### config.mk
export PLATFORM = sky130hd
export DESIGN_NAME = uart_tx
export DESIGN_NICKNAME = d
export VERILOG_FILES = /design/src/rtl/uart_tx.sv
export SDC_FILE = /design/constraint.sdc
export NUM_CORES = 1
export LEC_CHECK = 0
export ABC_CLOCK_PERIOD_IN_PS = 3500
export BUFFER_PORTS_ARGS = -buffer_cell sky130_fd_sc_hd__buf_2
export CAP_MARGIN = 10
export CORE_MARGIN = 2
export CORE_UTILIZATION = 50
export CTS_CLUSTER_SIZE = 28
export DETAILED_ROUTE_END_ITERATION = 12
export PLACE_DENSITY = 0.69
export SYNTH_ARGS = -nofsm -noshare
export SYNTH_HDL_FRONTEND = slang
export SYNTH_SLANG_ARGS = --single-unit
### constraint.sdc
create_clock -name clk -period 3.5 [get_ports clk]
set_clock_uncertainty 0.2 [all_clocks]
set_input_delay 0.7 -clock clk [delete_from_list [all_inputs] [get_ports clk]]
set_output_delay 0.7 -clock clk [all_outputs]
set_load 0.03 [all_outputs]
### src/rtl/uart_tx.sv
// uart_tx: 8N1 UART transmitter, BPS_PARA clocks per bit, LSB first.
// Optional even parity bit between data and stop: define UART_TX_PARITY_EN.
module uart_tx #(
    parameter int BPS_PARA = 868
) (
    input  logic       clk,
    input  logic       rst_n,
    input  logic [7:0] tx_data,
    input  logic       tx_start,
    output logic       tx_ready,
    output logic       tx_busy,
    output logic       tx_done,
    output logic       txd
);

`ifdef UART_TX_PARITY_EN
    typedef enum logic [2:0] {
        S_IDLE   = 3'd0,
        S_START  = 3'd1,
        S_DATA   = 3'd2,
        S_PARITY = 3'd3,
        S_STOP   = 3'd4
    } state_t;
`else
    typedef enum logic [2:0] {
        S_IDLE  = 3'd0,
        S_START = 3'd1,
        S_DATA  = 3'd2,
        S_STOP  = 3'd4
    } state_t;
`endif

    localparam logic [12:0] LP_BIT_LAST = 13'(BPS_PARA - 1);

    state_t      r_state;
    state_t      w_state_next;
    logic [12:0] r_baud_cnt;
    logic [2:0]  r_bit_idx;
    logic [7:0]  r_shift;
    logic        r_txd;
    logic        r_done;
    logic        w_txd_next;
    logic        w_done_next;
    logic        w_bit_end;
    logic        w_accept;
    logic        w_cnt_clr;
`ifdef UART_TX_PARITY_EN
    logic        r_parity;
`endif

    assign tx_ready  = (r_state == S_IDLE);
    assign tx_busy   = ~tx_ready;
    assign tx_done   = r_done;
    assign txd       = r_txd;

    assign w_accept  = tx_start && tx_ready;
    assign w_bit_end = (r_baud_cnt == LP_BIT_LAST);
    // Counter restarts at every bit boundary and whenever the FSM is
    // (or is about to be) idle, so each bit gets a full BPS_PARA cycles.
    assign w_cnt_clr = (r_state == S_IDLE) || w_bit_end ||
                       (w_state_next == S_IDLE);

    // State register.
    always_ff @(posedge clk or negedge rst_n) begin
        if (!rst_n) begin
            r_state <= S_IDLE;
        end else begin
            r_state <= w_state_next;
        end
    end

    // Next state, plus the line level and done flag for the next cycle.
    always_comb begin
        w_state_next = r_state;
        w_txd_next   = r_txd;
        w_done_next  = 1'b0;
        case (r_state)
            S_IDLE: begin
                w_txd_next = 1'b1;
                if (tx_start) begin
                    w_state_next = S_START;
                    w_txd_next   = 1'b0;
                end
            end
            S_START: begin
                if (w_bit_end) begin
                    w_state_next = S_DATA;
                    w_txd_next   = r_shift[0];
                end
            end
            S_DATA: begin
                if (w_bit_end) begin
                    if (r_bit_idx == 3'd7) begin
`ifdef UART_TX_PARITY_EN
                        w_state_next = S_PARITY;
                        w_txd_next   = r_parity;
`else
                        w_state_next = S_STOP;
                        w_txd_next   = 1'b1;
`endif
                    end else begin
                        w_txd_next = r_shift[1];
                    end
                end
            end
`ifdef UART_TX_PARITY_EN
            S_PARITY: begin
                if (w_bit_end) begin
                    w_state_next = S_STOP;
                    w_txd_next   = 1'b1;
                end
            end
`endif
            S_STOP: begin
                w_txd_next = 1'b1;
                if (w_bit_end) begin
                    w_state_next = S_IDLE;
                    w_done_next  = 1'b1;
                end
            end
            default: begin
                w_state_next = S_IDLE;
                w_txd_next   = 1'b1;
            end
        endcase
    end

    // Registered line output and completion pulse.
    always_ff @(posedge clk or negedge rst_n) begin
        if (!rst_n) begin
            r_txd  <= 1'b1;
            r_done <= 1'b0;
        end else begin
            r_txd  <= w_txd_next;
            r_done <= w_done_next;
        end
    end

    // Baud counter: 0..BPS_PARA-1 within each bit, held at 0 when idle.
    always_ff @(posedge clk or negedge rst_n) begin
        if (!rst_n) begin
            r_baud_cnt <= 13'd0;
        end else if (w_cnt_clr) begin
            r_baud_cnt <= 13'd0;
        end else begin
            r_baud_cnt <= r_baud_cnt + 13'd1;
        end
    end

    // Data bit index; wraps 7->0 as the last data bit ends.
    always_ff @(posedge clk or negedge rst_n) begin
        if (!rst_n) begin
            r_bit_idx <= 3'd0;
        end else if (r_state != S_DATA) begin
            r_bit_idx <= 3'd0;
        end else if (w_bit_end) begin
            r_bit_idx <= r_bit_idx + 3'd1;
        end
    end

    // Byte latched on accept, shifted right so bit 0 is always on deck.
    always_ff @(posedge clk or negedge rst_n) begin
        if (!rst_n) begin
            r_shift <= 8'd0;
        end else if (w_accept) begin
            r_shift <= tx_data;
        end else if (r_state == S_DATA && w_bit_end) begin
            r_shift <= {1'b0, r_shift[7:1]};
        end
    end

`ifdef UART_TX_PARITY_EN
    // Even parity of the latched byte; computed once since the
    // shift register no longer holds all bits by the parity slot.
    always_ff @(posedge clk or negedge rst_n) begin
        if (!rst_n) begin
            r_parity <= 1'b0;
        end else if (w_accept) begin
            r_parity <= ^tx_data;
        end
    end
`endif

endmodule
==> impl_results.md <==
- Top cell type's share of synthesized area: 0.4762
- Maxcap violations: 0
- Data arrival, critical path: 1460 ps
- Leak pwr: just under 0.0008 uW
- Vias in the first global route: between 1k and 1.5k
- Gr ovfl total: 0
- Antenna Cells: 0
- Dpl hpwl: 1778 um
- CTS tree: done
- RSZ-0062 raised after global routing: false
- Die Area: between 0.003 and 0.004 mm2
- Most common cell after layout, fill and taps aside: dfrtp_1
- Post-route ant nets: 0
- Startpoint types: register
- Resized cells post-CTS: 0
- Post-Synthesis Cells: about 150
- # nets final: between 150 and 200
- Pre-Repair DR Iteration Count: 4
- Slew Viols, Final: 0
- Clk sinks: 29
- Outcome: complete, no violations
- Fin Hold WS: 194.4 ps
- Area contributors post-synth: dfrtp_1 48%, nor2_1 5.9%, xor2_1 4.2%
- DR vias: approximately 1.1k
- CTS Buffer Depth: 2
- Std cell rows: 19
- Final hold vios: 0
- Setup TNS: 0 ps
- Post-route DRC: 0
- Total core area: 0.002781 mm2
- Sequential fraction of the synthesis area: 0.4940
- Hold Path Class: in -> async
- Fmax: approximately 420 MHz
- Die width: between 50 and 60 um
- Critical Path RT: roughly 2600 ps
- Fillers: 260
- Area Overhead vs Synth: 9.694%
- Routability congestion estimate: about 0.79
- Crit path from: r_state[2]
- Worst reg-to-reg setup slack: 1500 ps
- Crit Path Max Fanout: 10
- Yosys warnings: 0
- Synthesized area: 0.001471 mm2
- GRT Overall Usage: 0.1723
- Final setup vio count: 0
- Fraction of layout cells with a size suffix above 1: 0.1875
- Root Driver: clkbuf_4
- Worst-Margin Slew: roughly 630 ps
- PD cells: roughly 390 mW/mm2
- I/O Buffers: 14
- Avg Cell Area, Syn: 10.15 um2
- Slew HR: 0.5767
- CP endpoint: tx_ready
- Maximum VDD drop: 0.0002970 V
- Most frequent cells in the layout: 28 x dfrtp_1, 23 x nor2_1, 14 x buf_2
- Initial antenna violation count: 0
- H-tree Lvls: 2
- Post-synth cell types: 39
- First-pass GRT wire length: roughly 4400 um
- Wire per inst: ~13 um
- Initial Util: 0.5290
- Clock Pin Slew Worst Setup and Hold Paths: approximately 90 ps
- DR iter-0 viols: 36
- Yosys reg bits: 29
- Syn Nets: around 160
- Largest net degree at the start of global routing: 30
- Crit path kind: reg -> out
- Die span in y: 58.25 um
- Cts-stage hold buffer count: 0
- Reg2reg path depth: 5
- Worst r2r dst: r_shift[6]
- Minimum clock period: between 2000 and 2500 ps
- WL final: about 2500 um
- Area leader, netlist: dfrtp_1
- Clk_lat worst skew: around 320 ps
- Drt via density: 5.586
- Setup Fix Bufs, Post-CTS: 0
- Inserted Clock Buffers: 5
- I/O pins: 15
- R2R Path Start: r_baud_cnt[0]
- Period utilization: 0.6755
- Critical Path End Type: primary output
final cells by class:
cell class / count / area (um2) / share of cell area
sequential: 29 / 726.9 / 0.4504
multi-input combinational: 101 / 663.1 / 0.4109
timing repair buffer: 14 / 70.07 / 0.04341
clock buffer: 7 / 55.05 / 0.03411
tap: 31 / 38.79 / 0.02403
clock inverter: 1 / 30.03 / 0.01860
inverter: 8 / 30.03 / 0.01860
registers in the layout, indices dropped and copies added, names as in the netlist:
register / cells
r_baud_cnt: 13
r_shift: 8
r_bit_idx: 3
r_state: 3
tx_done: 1
txd: 1
where the power goes:
group	switching (uW)	internal [uW]	total, uW
clock network	110	171	281
registers	0	335	335
logic	7.88	4.29	12.2
cell families (layout without fill, tap and decap cells):
logic type	after synthesis	count (layout)	synth area share
DFF	29	29	0.4940
muxes	4	4	0.02721
buffers and inverters	15	30	0.05527
adders and majority gates	3	3	0.02551
xor gates and xnor gates	13	13	0.07738
and+or+nand+nor	59	59	0.2245
AOI/OAI and AO/OA	22	22	0.09609
critical path, cell delays in order (launching register included):
cell     delay, ps
dfrtp_1        490
or3_1          420
inv_1           60
buf_2          180
layer usage:
| layer | up-vias | track usage | share of wire |
|---|---|---|---|
| met5 | - | 0 | 0 |
| met1 | 500 | 0.2171 | 0.46 |
| met2 | 29 | 0.2695 | 0.48 |
| met3 | 5 | 0.04911 | 0.046 |
| li1 | 533 | - | - |
| met4 | 0 | 0.08970 | 0.014 |
metrics by stage:
step           instances  power, uW    util  instance area (um2)  setup slack [ps]
2_1_floorplan        145      342.4       -                 1471              1320
3_3_place_gp         183      353.9  0.5497                 1529              1520
3_5_place_dp         183      354.2  0.5497                 1529              1491
4_1_cts              191      637.9  0.5803                 1614              1123
5_1_grt              191      651.6  0.5803                 1614              1069
6_report             191      627.7  0.5803                 1614              1136
worst min path at each step:
| stage | startpoint | slack, ps | end |
|---|---|---|---|
| floorplan | rst_n | 200 | r_baud_cnt[0] |
| global placement | r_baud_cnt[0] | 270 | r_baud_cnt[0] |
| detailed placement | r_baud_cnt[0] | 290 | r_baud_cnt[0] |
| CTS | rst_n | 210 | r_bit_idx[0] |
| global route | rst_n | 240 | r_bit_idx[0] |
| finish | rst_n | 190 | r_bit_idx[0] |
synth_stat cells:
| library cell | count |
|---|---|
| dfstp_2 | 1 |
| nand3_2 | 1 |
| nand4_1 | 4 |
| or3_1 | 1 |
| o21ai_0 | 3 |
| and4_2 | 1 |
| buf_4 | 2 |
| and2_1 | 1 |
| nand4_2 | 1 |
| inv_1 | 8 |
| o41ai_1 | 1 |
| a211oi_1 | 1 |
| ha_1 | 3 |
| o31ai_1 | 1 |
| nor3b_1 | 2 |
| xor2_1 | 7 |
| nor4_1 | 1 |
| xnor2_1 | 6 |
| o22ai_1 | 4 |
| nand3_1 | 5 |
| nor4b_1 | 1 |
| a21oi_1 | 6 |
| nor2_1 | 23 |
| buf_2 | 2 |
| nor4_4 | 1 |
| buf_6 | 2 |
| nor2b_1 | 1 |
| clkbuf_1 | 1 |
| mux2i_1 | 4 |
| and3_2 | 1 |
| dfrtp_1 | 28 |
| nor3_1 | 2 |
| nor4b_4 | 1 |
| nand2_1 | 11 |
| and4_1 | 1 |
| o211ai_2 | 1 |
| a21o_1 | 1 |
| a31o_2 | 1 |
| a31oi_1 | 3 |
Power figures use the tool's default switching activity.
